[src/rtl/ysyx_25040129_axi_arbiter_if.sv]
// rtl/ysyx_25040129_axi_arbiter_if.sv - AXI read/write channel bundle shared by the arbiter ports
// master drives AR/AW/W and the R/B readies; slave is the opposite side.
interface ysyx_25040129_axi_arbiter_if #(
  parameter int ADDR_W = 32,
  parameter int DATA_W = 32
);
  logic                  arvalid;
  logic                  arready;
  logic [ADDR_W-1:0]     araddr;
  logic [7:0]            arlen;
  logic [1:0]            arburst;
  logic [2:0]            arsize;
  logic                  rvalid;
  logic                  rready;
  logic [DATA_W-1:0]     rdata;
  logic [1:0]            rresp;
  logic                  rlast;
  logic                  awvalid;
  logic                  awready;
  logic [ADDR_W-1:0]     awaddr;
  logic [7:0]            awlen;
  logic                  wvalid;
  logic                  wready;
  logic [DATA_W-1:0]     wdata;
  logic [DATA_W/8-1:0]   wstrb;
  logic                  wlast;
  logic                  bvalid;
  logic                  bready;
  logic [1:0]            bresp;

  modport master (
    output arvalid, araddr, arlen, arburst, arsize, rready,
           awvalid, awaddr, awlen, wvalid, wdata, wstrb, wlast, bready,
    input  arready, rvalid, rdata, rresp, rlast, awready, wready, bvalid, bresp
  );

  modport slave (
    input  arvalid, araddr, arlen, arburst, arsize, rready,
           awvalid, awaddr, awlen, wvalid, wdata, wstrb, wlast, bready,
    output arready, rvalid, rdata, rresp, rlast, awready, wready, bvalid, bresp
  );
endinterface

[src/rtl/ysyx_25040129_axi_arbiter.sv]
// rtl/ysyx_25040129_axi_arbiter.sv - two-master (IFU m0, LSU m1) to one-slave AXI arbiter
// Reads are round-robin arbitrated; only m1 may write, on an independent write path.
module ysyx_25040129_axi_arbiter #(
  parameter int ADDR_W = 32,
  parameter int DATA_W = 32
) (
  input  logic                              clock,
  input  logic                              reset,
  ysyx_25040129_axi_arbiter_if.slave        m0,
  ysyx_25040129_axi_arbiter_if.slave        m1,
  ysyx_25040129_axi_arbiter_if.master       out,
  output logic                              err
);

  typedef enum logic [1:0] {R_IDLE, R_ADDR, R_DATA} r_state_t;
  typedef enum logic [1:0] {W_IDLE, W_REQ, W_RESP} w_state_t;

  r_state_t              r_rstate, w_rnext;
  w_state_t              r_wstate, w_wnext;

  logic                  r_grant;       // 0 = m0, 1 = m1
  logic                  r_last_grant;
  logic [ADDR_W-1:0]     r_araddr;
  logic [7:0]            r_arlen;
  logic [7:0]            r_beat_cnt;
  logic                  r_err;

  logic                  r_aw_cap, r_w_cap, r_aw_done, r_w_done;
  logic [ADDR_W-1:0]     r_awaddr;
  logic [DATA_W-1:0]     r_wdata;
  logic [DATA_W/8-1:0]   r_wstrb;

  logic                  w_sel_m1, w_ar_hs, w_r_hs, w_rready_sel;
  logic                  w_aw_cap_hs, w_w_cap_hs, w_aw_out_hs, w_w_out_hs, w_b_hs;
  logic                  w_unused;

  // On a tie the master that did not win last time gets the bus.
  always_comb begin
    w_sel_m1 = 1'b0;
    if (m1.arvalid && (!m0.arvalid || !r_last_grant))
      w_sel_m1 = 1'b1;
  end

  assign w_rready_sel = r_grant ? m1.rready : m0.rready;

  always_comb begin
    w_rnext     = r_rstate;
    m0.arready  = 1'b0;
    m1.arready  = 1'b0;
    m0.rvalid   = 1'b0;
    m1.rvalid   = 1'b0;
    out.arvalid = 1'b0;
    out.rready  = 1'b0;
    w_ar_hs     = 1'b0;
    w_r_hs      = 1'b0;
    case (r_rstate)
      R_IDLE: begin
        if (reset && (m0.arvalid || m1.arvalid)) begin
          m0.arready = !w_sel_m1;
          m1.arready = w_sel_m1;
          w_ar_hs    = 1'b1;
          w_rnext    = R_ADDR;
        end
      end
      R_ADDR: begin
        out.arvalid = 1'b1;
        if (out.arready)
          w_rnext = R_DATA;
      end
      R_DATA: begin
        out.rready = w_rready_sel;
        m0.rvalid  = out.rvalid && !r_grant;
        m1.rvalid  = out.rvalid && r_grant;
        w_r_hs     = out.rvalid && w_rready_sel;
        if (w_r_hs && out.rlast)
          w_rnext = R_IDLE;
      end
      default: w_rnext = R_IDLE;
    endcase
  end

  always_ff @(posedge clock) begin
    if (!reset) r_rstate <= R_IDLE;
    else        r_rstate <= w_rnext;
  end

  always_ff @(posedge clock) begin
    if (!reset) begin
      r_grant      <= 1'b0;
      r_last_grant <= 1'b1;
      r_araddr     <= '0;
      r_arlen      <= '0;
      r_beat_cnt   <= '0;
      r_err        <= 1'b0;
    end else begin
      if (w_ar_hs) begin
        r_grant    <= w_sel_m1;
        r_araddr   <= w_sel_m1 ? m1.araddr : m0.araddr;
        r_arlen    <= w_sel_m1 ? m1.arlen  : m0.arlen;
        r_beat_cnt <= '0;
      end
      if (w_r_hs) begin
        r_beat_cnt <= r_beat_cnt + 8'd1;
        // The slave's rlast still ends the burst even when it disagrees with arlen.
        if (out.rlast != (r_beat_cnt == r_arlen))
          r_err <= 1'b1;
        if (out.rlast)
          r_last_grant <= r_grant;
      end
    end
  end

  assign out.araddr  = r_araddr;
  assign out.arlen   = r_arlen;
  assign out.arburst = 2'b01;
  assign out.arsize  = 3'b010;
  assign m0.rdata    = out.rdata;
  assign m0.rresp    = out.rresp;
  assign m0.rlast    = out.rlast;
  assign m1.rdata    = out.rdata;
  assign m1.rresp    = out.rresp;
  assign m1.rlast    = out.rlast;
  assign err         = r_err;

  always_comb begin
    w_wnext     = r_wstate;
    m1.awready  = 1'b0;
    m1.wready   = 1'b0;
    m1.bvalid   = 1'b0;
    out.awvalid = 1'b0;
    out.wvalid  = 1'b0;
    out.bready  = 1'b0;
    w_aw_cap_hs = 1'b0;
    w_w_cap_hs  = 1'b0;
    w_aw_out_hs = 1'b0;
    w_w_out_hs  = 1'b0;
    w_b_hs      = 1'b0;
    case (r_wstate)
      W_IDLE: begin
        m1.awready  = reset && !r_aw_cap;
        m1.wready   = reset && !r_w_cap;
        w_aw_cap_hs = reset && !r_aw_cap && m1.awvalid;
        w_w_cap_hs  = reset && !r_w_cap && m1.wvalid;
        if ((r_aw_cap || w_aw_cap_hs) && (r_w_cap || w_w_cap_hs))
          w_wnext = W_REQ;
      end
      W_REQ: begin
        out.awvalid = !r_aw_done;
        out.wvalid  = !r_w_done;
        w_aw_out_hs = !r_aw_done && out.awready;
        w_w_out_hs  = !r_w_done && out.wready;
        if ((r_aw_done || w_aw_out_hs) && (r_w_done || w_w_out_hs))
          w_wnext = W_RESP;
      end
      W_RESP: begin
        m1.bvalid  = out.bvalid;
        out.bready = m1.bready;
        w_b_hs     = out.bvalid && m1.bready;
        if (w_b_hs)
          w_wnext = W_IDLE;
      end
      default: w_wnext = W_IDLE;
    endcase
  end

  always_ff @(posedge clock) begin
    if (!reset) r_wstate <= W_IDLE;
    else        r_wstate <= w_wnext;
  end

  always_ff @(posedge clock) begin
    if (!reset) begin
      r_aw_cap  <= 1'b0;
      r_w_cap   <= 1'b0;
      r_aw_done <= 1'b0;
      r_w_done  <= 1'b0;
      r_awaddr  <= '0;
      r_wdata   <= '0;
      r_wstrb   <= '0;
    end else if (w_b_hs) begin
      r_aw_cap  <= 1'b0;
      r_w_cap   <= 1'b0;
      r_aw_done <= 1'b0;
      r_w_done  <= 1'b0;
    end else begin
      if (w_aw_cap_hs) begin
        r_aw_cap <= 1'b1;
        r_awaddr <= m1.awaddr;
      end
      if (w_w_cap_hs) begin
        r_w_cap <= 1'b1;
        r_wdata <= m1.wdata;
        r_wstrb <= m1.wstrb;
      end
      if (w_aw_out_hs) r_aw_done <= 1'b1;
      if (w_w_out_hs)  r_w_done  <= 1'b1;
    end
  end

  assign out.awaddr = r_awaddr;
  assign out.awlen  = 8'd0;
  assign out.wdata  = r_wdata;
  assign out.wstrb  = r_wstrb;
  assign out.wlast  = 1'b1;
  assign m1.bresp   = out.bresp;

  // m0 is read-only, so its write channels are never served.
  assign m0.awready = 1'b0;
  assign m0.wready  = 1'b0;
  assign m0.bvalid  = 1'b0;
  assign m0.bresp   = 2'b00;

  assign w_unused = ^{m0.arburst, m0.arsize, m0.awvalid, m0.awaddr, m0.awlen,
                      m0.wvalid, m0.wdata, m0.wstrb, m0.wlast, m0.bready,
                      m1.arburst, m1.arsize, m1.awlen, m1.wlast};

endmodule

[src/flat_wrapper.sv]
// flat-port wrapper written by rule: the top's interface ports become plain ports
module ysyx_25040129_axi_arbiter_flat 
#(
  parameter int ADDR_W = 32,
  parameter int DATA_W = 32
)
  (clock, reset, err, m0_arvalid, m0_araddr, m0_arlen, m0_arburst, m0_arsize, m0_rready, m0_awvalid, m0_awaddr, m0_awlen, m0_wvalid, m0_wdata, m0_wstrb, m0_wlast, m0_bready, m0_arready, m0_rvalid, m0_rdata, m0_rresp, m0_rlast, m0_awready, m0_wready, m0_bvalid, m0_bresp, m1_arvalid, m1_araddr, m1_arlen, m1_arburst, m1_arsize, m1_rready, m1_awvalid, m1_awaddr, m1_awlen, m1_wvalid, m1_wdata, m1_wstrb, m1_wlast, m1_bready, m1_arready, m1_rvalid, m1_rdata, m1_rresp, m1_rlast, m1_awready, m1_wready, m1_bvalid, m1_bresp, out_arvalid, out_araddr, out_arlen, out_arburst, out_arsize, out_rready, out_awvalid, out_awaddr, out_awlen, out_wvalid, out_wdata, out_wstrb, out_wlast, out_bready, out_arready, out_rvalid, out_rdata, out_rresp, out_rlast, out_awready, out_wready, out_bvalid, out_bresp);
  ysyx_25040129_axi_arbiter_if #(.ADDR_W(ADDR_W), .DATA_W(DATA_W)) m0_i ();
  ysyx_25040129_axi_arbiter_if #(.ADDR_W(ADDR_W), .DATA_W(DATA_W)) m1_i ();
  ysyx_25040129_axi_arbiter_if #(.ADDR_W(ADDR_W), .DATA_W(DATA_W)) out_i ();
  input  logic clock;
  input  logic reset;
  output logic err;
  input wire logic [$bits(m0_i.arvalid)-1:0] m0_arvalid;
  input wire logic [$bits(m0_i.araddr)-1:0] m0_araddr;
  input wire logic [$bits(m0_i.arlen)-1:0] m0_arlen;
  input wire logic [$bits(m0_i.arburst)-1:0] m0_arburst;
  input wire logic [$bits(m0_i.arsize)-1:0] m0_arsize;
  input wire logic [$bits(m0_i.rready)-1:0] m0_rready;
  input wire logic [$bits(m0_i.awvalid)-1:0] m0_awvalid;
  input wire logic [$bits(m0_i.awaddr)-1:0] m0_awaddr;
  input wire logic [$bits(m0_i.awlen)-1:0] m0_awlen;
  input wire logic [$bits(m0_i.wvalid)-1:0] m0_wvalid;
  input wire logic [$bits(m0_i.wdata)-1:0] m0_wdata;
  input wire logic [$bits(m0_i.wstrb)-1:0] m0_wstrb;
  input wire logic [$bits(m0_i.wlast)-1:0] m0_wlast;
  input wire logic [$bits(m0_i.bready)-1:0] m0_bready;
  output wire logic [$bits(m0_i.arready)-1:0] m0_arready;
  output wire logic [$bits(m0_i.rvalid)-1:0] m0_rvalid;
  output wire logic [$bits(m0_i.rdata)-1:0] m0_rdata;
  output wire logic [$bits(m0_i.rresp)-1:0] m0_rresp;
  output wire logic [$bits(m0_i.rlast)-1:0] m0_rlast;
  output wire logic [$bits(m0_i.awready)-1:0] m0_awready;
  output wire logic [$bits(m0_i.wready)-1:0] m0_wready;
  output wire logic [$bits(m0_i.bvalid)-1:0] m0_bvalid;
  output wire logic [$bits(m0_i.bresp)-1:0] m0_bresp;
  input wire logic [$bits(m1_i.arvalid)-1:0] m1_arvalid;
  input wire logic [$bits(m1_i.araddr)-1:0] m1_araddr;
  input wire logic [$bits(m1_i.arlen)-1:0] m1_arlen;
  input wire logic [$bits(m1_i.arburst)-1:0] m1_arburst;
  input wire logic [$bits(m1_i.arsize)-1:0] m1_arsize;
  input wire logic [$bits(m1_i.rready)-1:0] m1_rready;
  input wire logic [$bits(m1_i.awvalid)-1:0] m1_awvalid;
  input wire logic [$bits(m1_i.awaddr)-1:0] m1_awaddr;
  input wire logic [$bits(m1_i.awlen)-1:0] m1_awlen;
  input wire logic [$bits(m1_i.wvalid)-1:0] m1_wvalid;
  input wire logic [$bits(m1_i.wdata)-1:0] m1_wdata;
  input wire logic [$bits(m1_i.wstrb)-1:0] m1_wstrb;
  input wire logic [$bits(m1_i.wlast)-1:0] m1_wlast;
  input wire logic [$bits(m1_i.bready)-1:0] m1_bready;
  output wire logic [$bits(m1_i.arready)-1:0] m1_arready;
  output wire logic [$bits(m1_i.rvalid)-1:0] m1_rvalid;
  output wire logic [$bits(m1_i.rdata)-1:0] m1_rdata;
  output wire logic [$bits(m1_i.rresp)-1:0] m1_rresp;
  output wire logic [$bits(m1_i.rlast)-1:0] m1_rlast;
  output wire logic [$bits(m1_i.awready)-1:0] m1_awready;
  output wire logic [$bits(m1_i.wready)-1:0] m1_wready;
  output wire logic [$bits(m1_i.bvalid)-1:0] m1_bvalid;
  output wire logic [$bits(m1_i.bresp)-1:0] m1_bresp;
  output wire logic [$bits(out_i.arvalid)-1:0] out_arvalid;
  output wire logic [$bits(out_i.araddr)-1:0] out_araddr;
  output wire logic [$bits(out_i.arlen)-1:0] out_arlen;
  output wire logic [$bits(out_i.arburst)-1:0] out_arburst;
  output wire logic [$bits(out_i.arsize)-1:0] out_arsize;
  output wire logic [$bits(out_i.rready)-1:0] out_rready;
  output wire logic [$bits(out_i.awvalid)-1:0] out_awvalid;
  output wire logic [$bits(out_i.awaddr)-1:0] out_awaddr;
  output wire logic [$bits(out_i.awlen)-1:0] out_awlen;
  output wire logic [$bits(out_i.wvalid)-1:0] out_wvalid;
  output wire logic [$bits(out_i.wdata)-1:0] out_wdata;
  output wire logic [$bits(out_i.wstrb)-1:0] out_wstrb;
  output wire logic [$bits(out_i.wlast)-1:0] out_wlast;
  output wire logic [$bits(out_i.bready)-1:0] out_bready;
  input wire logic [$bits(out_i.arready)-1:0] out_arready;
  input wire logic [$bits(out_i.rvalid)-1:0] out_rvalid;
  input wire logic [$bits(out_i.rdata)-1:0] out_rdata;
  input wire logic [$bits(out_i.rresp)-1:0] out_rresp;
  input wire logic [$bits(out_i.rlast)-1:0] out_rlast;
  input wire logic [$bits(out_i.awready)-1:0] out_awready;
  input wire logic [$bits(out_i.wready)-1:0] out_wready;
  input wire logic [$bits(out_i.bvalid)-1:0] out_bvalid;
  input wire logic [$bits(out_i.bresp)-1:0] out_bresp;
  assign m0_i.arvalid = m0_arvalid;
  assign m0_i.araddr = m0_araddr;
  assign m0_i.arlen = m0_arlen;
  assign m0_i.arburst = m0_arburst;
  assign m0_i.arsize = m0_arsize;
  assign m0_i.rready = m0_rready;
  assign m0_i.awvalid = m0_awvalid;
  assign m0_i.awaddr = m0_awaddr;
  assign m0_i.awlen = m0_awlen;
  assign m0_i.wvalid = m0_wvalid;
  assign m0_i.wdata = m0_wdata;
  assign m0_i.wstrb = m0_wstrb;
  assign m0_i.wlast = m0_wlast;
  assign m0_i.bready = m0_bready;
  assign m0_arready = m0_i.arready;
  assign m0_rvalid = m0_i.rvalid;
  assign m0_rdata = m0_i.rdata;
  assign m0_rresp = m0_i.rresp;
  assign m0_rlast = m0_i.rlast;
  assign m0_awready = m0_i.awready;
  assign m0_wready = m0_i.wready;
  assign m0_bvalid = m0_i.bvalid;
  assign m0_bresp = m0_i.bresp;
  assign m1_i.arvalid = m1_arvalid;
  assign m1_i.araddr = m1_araddr;
  assign m1_i.arlen = m1_arlen;
  assign m1_i.arburst = m1_arburst;
  assign m1_i.arsize = m1_arsize;
  assign m1_i.rready = m1_rready;
  assign m1_i.awvalid = m1_awvalid;
  assign m1_i.awaddr = m1_awaddr;
  assign m1_i.awlen = m1_awlen;
  assign m1_i.wvalid = m1_wvalid;
  assign m1_i.wdata = m1_wdata;
  assign m1_i.wstrb = m1_wstrb;
  assign m1_i.wlast = m1_wlast;
  assign m1_i.bready = m1_bready;
  assign m1_arready = m1_i.arready;
  assign m1_rvalid = m1_i.rvalid;
  assign m1_rdata = m1_i.rdata;
  assign m1_rresp = m1_i.rresp;
  assign m1_rlast = m1_i.rlast;
  assign m1_awready = m1_i.awready;
  assign m1_wready = m1_i.wready;
  assign m1_bvalid = m1_i.bvalid;
  assign m1_bresp = m1_i.bresp;
  assign out_arvalid = out_i.arvalid;
  assign out_araddr = out_i.araddr;
  assign out_arlen = out_i.arlen;
  assign out_arburst = out_i.arburst;
  assign out_arsize = out_i.arsize;
  assign out_rready = out_i.rready;
  assign out_awvalid = out_i.awvalid;
  assign out_awaddr = out_i.awaddr;
  assign out_awlen = out_i.awlen;
  assign out_wvalid = out_i.wvalid;
  assign out_wdata = out_i.wdata;
  assign out_wstrb = out_i.wstrb;
  assign out_wlast = out_i.wlast;
  assign out_bready = out_i.bready;
  assign out_i.arready = out_arready;
  assign out_i.rvalid = out_rvalid;
  assign out_i.rdata = out_rdata;
  assign out_i.rresp = out_rresp;
  assign out_i.rlast = out_rlast;
  assign out_i.awready = out_awready;
  assign out_i.wready = out_wready;
  assign out_i.bvalid = out_bvalid;
  assign out_i.bresp = out_bresp;
  ysyx_25040129_axi_arbiter #(.ADDR_W(ADDR_W), .DATA_W(DATA_W)) u_core (.clock(clock), .reset(reset), .m0(m0_i), .m1(m1_i), .out(out_i), .err(err));
endmodule
[config.mk]
export PLATFORM = sky130hd
export DESIGN_NAME = ysyx_25040129_axi_arbiter_flat
export DESIGN_NICKNAME = d
export VERILOG_FILES = /design/src/rtl/ysyx_25040129_axi_arbiter_if.sv /design/src/rtl/ysyx_25040129_axi_arbiter.sv /design/src/flat_wrapper.sv
export SDC_FILE = /design/constraint.sdc
export NUM_CORES = 1
export LEC_CHECK = 0
export BUFFER_PORTS_ARGS = -buffer_cell sky130_fd_sc_hd__buf_4
export CAP_MARGIN = 20
export CELL_PAD_IN_SITES_DETAIL_PLACEMENT = 1
export CELL_PAD_IN_SITES_GLOBAL_PLACEMENT = 2
export CORE_AREA = 5 5 198 200
export CTS_CLUSTER_SIZE = 14
export DETAILED_ROUTE_END_ITERATION = 6
export DIE_AREA = 0 0 203 205
export PLACE_DENSITY = 0.72
export SLEW_MARGIN = 20
export SYNTH_ARGS = -nofsm -noshare
export SYNTH_HDL_FRONTEND = slang
export SYNTH_SLANG_ARGS = --single-unit
[constraint.sdc]
create_clock -name clock -period 2.9 [get_ports clock]
set_input_delay 0.58 -clock clock [delete_from_list [all_inputs] [get_ports clock]]
set_output_delay 0.58 -clock clock [all_outputs]
set_load 0.1 [all_outputs]
==> summary.md <==
| Metric | Value |
|---|---|
| Status | complete, no violations |
| TNS Setup | 0 ps |
| PortBufs | 285 |
| Inserted Diodes | 0 |
| Asr flop ratio synth | 0% |
| Fin area | 8430 um2 |
| First-pass DRT Iterations | 4 |
| Final hold violations | 0 |
| Total CTS buffers | 17 |
| DRC | 0 |
| GRT Residual Overflow | 0 |
| CP Class | flip-flop to primary output |
| Crit end category | primary output |
| Hold Path Class | primary input to flip-flop |
| GRT Util Overall | 10.6% |
| Total number of vias | 5390 |
| Worst R2R Setup Slack | 1030 ps |
| Largest net degree at the start of global routing | 83 |
| Max_cap viols | 0 |
| Die height | 205 um |
| Avg WL per Cell | 16.5 um |
| Sw Pwr | 2.33 mW |
| EDFF count, synth | 0 |
| Root Buffer | clkbuf_16 |
| Routed Antenna Nets | 0 |
| Max-slew violations | 0 |
| Ratio of cells with drive above 1 in the final layout | 37.0% |
| Reg-to-reg critical path endpoint | u_core.out.araddr[28] |
| Cell Pwr Density | 707 nW/um2 |
| Post-CTS sizing | 0 |
| RePlAce Congestion | 0.721 |
| Worst-Margin Slew | 822 ps |
| Routed WL | 22.8 mm |
| Slew headroom | 45.2% |
| Non-Filler Instances | 1380 |
| CORE AREA | 37200 um2 |
| Die area | 41600 um2 |
| Synth cell types | 44 |
| Initial antenna violation count | 3 |
| Minimum clock period | 2440 ps |
| Largest cells by area after synthesis | dfxtp_1 44%, buf_4 12%, nand2_1 9.6% |
| Cells on worst reg2reg path | 4 |
| Power share of the sequential group | 32.8% |
| Synth top area share | 43.9% |
| RR Startpoint | u_core.r_last_grant |
| Final hold slack | 351 ps |
| CTS tree | done |
| Leakage | 3.52 nW |
| Worst vdd ir | 0.390 mV |
| CTS max path bufs | 2 |
| WP data arrival | 1860 ps |
| Synthesized cell area | 5790 um2 |
| Latest clock arrival within the worst-skew pair | 430 ps |
| Placed cell areas | 7840 um2 |
| DR top layer | met5 |
| #FFs+latches synth | 127 |
| Final core area utilization | 22.6% |
| Internal Power | 3.62 mW |
| Drt initial violations | 175 |
| Post-CTS setup buffer count | 0 |
| Clk_skew | 10.0 ps |
| Vias in the first global route | 5572 |
| Gate power share | 30.6% |
| Count leader, synth | nand2_1 |
| Synth warn | 0 |
| Syn Inst Count | 699 |
| Final worst-path cycle share | 84.3% |
| Cell count after placement | 1348 |
| WL met3 | 2.20 mm |
| CTS clk-pin slew, worst paths | 60 ps |
| Final setup viols | 0 |
| Average size of a mapped cell | 8.28 um2 |
| Area Growth Syn to Fin | 45.6% |
| Worst Setup SP | u_core.r_rstate[1] |
| WP data required | 2320 ps |
| Final net count | 1192 |
| Synth area leader | dfxtp_1 |
| Startpoint types | flip-flop |
| I/O pin count | 510 |
| Post-Place Worst Slack | 466 ps |
| Vias/cell | 3.91 |
| H-tree depth | 4 |
| Clock network fraction of total power | 36.7% |
| DP Wirelength | 17.5 mm |
| RSZ-0062 raised after global routing | no |
| Chip Width | 203 um |
| Switching fraction of total power | 39.2% |
| Clock Sinks | 127 |
| DR WL met2 | 10.8 mm |
| PnR worst setup slack | 457 ps |
| First-pass GRT wire length | 33.4 mm |
| Max Clock Freq | 0.409 GHz |
| CTS Hold Buffers Added | 0 |
| CP max FO | 7 |
| End point of the critical path | m0_arready |
| Seq/Total Area, Yosys | 43.9% |
| Ys flop type | dfxtp_1 |
| Synth cell count leaders | 148 x nand2_1, 127 x dfxtp_1, 91 x buf_4 |
| Met1 WL | 9.27 mm |
| Overall power | 5.96 mW |
| Initial Util | 15.5% |
| Rows | 71 |
[power by group through the flow]
stage | clock network, mW | registers, mW | logic [mW]
after floorplan | 0 | 2.76 | 1.03
after global placement | 0 | 1.99 | 1.84
after detailed placement | 0 | 1.99 | 1.84
after CTS | 2.29 | 1.95 | 1.85
after global routing | 2.37 | 1.97 | 1.91
final | 2.18 | 1.95 | 1.82
[per-layer routing]
layer | vias up | global-route usage (%)
met5 | - | 0
met4 | 6 | 4.24
met3 | 47 | 5.21
met2 | 200 | 17.4
met1 | 2523 | 11.9
li1 | 2614 | -
[cells by family (layout without fill, tap and decap cells)]
group | after synthesis | after routing | synth area share (%)
DFF | 127 | 127 | 43.9
AOI/OAI and AO/OA | 136 | 136 | 14.4
and+or+nand+nor | 241 | 241 | 17.3
other | 2 | 19 | 0.130
xor gates and xnor gates | 10 | 10 | 1.51
muxes | 41 | 41 | 7.16
adders and majority gates | 1 | 1 | 0.216
buffers and inverters | 141 | 331 | 15.4
[cell type report]
class,instances,area [um2]
fillers,4402,28800
flip-flops and latches,127,2540
multi-input cells,448,2460
repair buffers,294,2220
well taps,474,593
clock buffers,20,457
clock inverters,12,135
inverters,5,21.3
[flip-flops by register name, summed over array words and instances, names as in the netlist]
| signal | count |
|---|---|
| u_core.out.araddr | 32 |
| u_core.out.awaddr | 32 |
| u_core.out.wdata | 32 |
| u_core.out.arlen | 8 |
| u_core.r_beat_cnt | 8 |
| u_core.out.wstrb | 4 |
| u_core.r_rstate | 2 |
| u_core.r_wstate | 2 |
| u_core.err | 1 |
| u_core.r_aw_cap | 1 |
| u_core.r_aw_done | 1 |
| u_core.r_grant | 1 |
| u_core.r_last_grant | 1 |
| u_core.r_w_cap | 1 |
| u_core.r_w_done | 1 |
[cell usage in the layout (no fill, tap or decap), types with 3 or more instances in the layout]
cell,Yosys,layout
a211oi_1,41,41
a21oi_1,78,78
and2_1,3,3
buf_4,91,293
clkbuf_16,0,17
clkinvlp_4,0,4
conb_1,2,19
dfxtp_1,127,127
inv_1,4,4
mux2i_1,40,40
nand2_1,148,148
nand2b_1,5,5
nand3_1,3,3
nor2_1,62,61
o21ai_0,3,3
o311ai_0,3,3
xnor2_1,10,10
[worst max-delay path, cell delays in order (launching register included)]
cell and delay, ps:
dfxtp_1 330, nand2b_1 190, or3_1 470, nor2_2 130, buf_4 300
[worst min path at each step]
stage                     cells after the start  slack [ps]                   end                  from
after floorplan                               2         460      u_core.r_aw_done      u_core.r_aw_done
after global placement                        2         440  u_core.out.wdata[25]  u_core.out.wdata[25]
after detailed placement                      2         450  u_core.out.wdata[27]  u_core.out.wdata[27]
after CTS                                     2         320    u_core.r_rstate[0]           out_arready
after global routing                          2         340    u_core.r_rstate[0]           out_arready
final                                         2         350    u_core.r_rstate[0]           out_arready
Power figures use the tool's default switching activity.
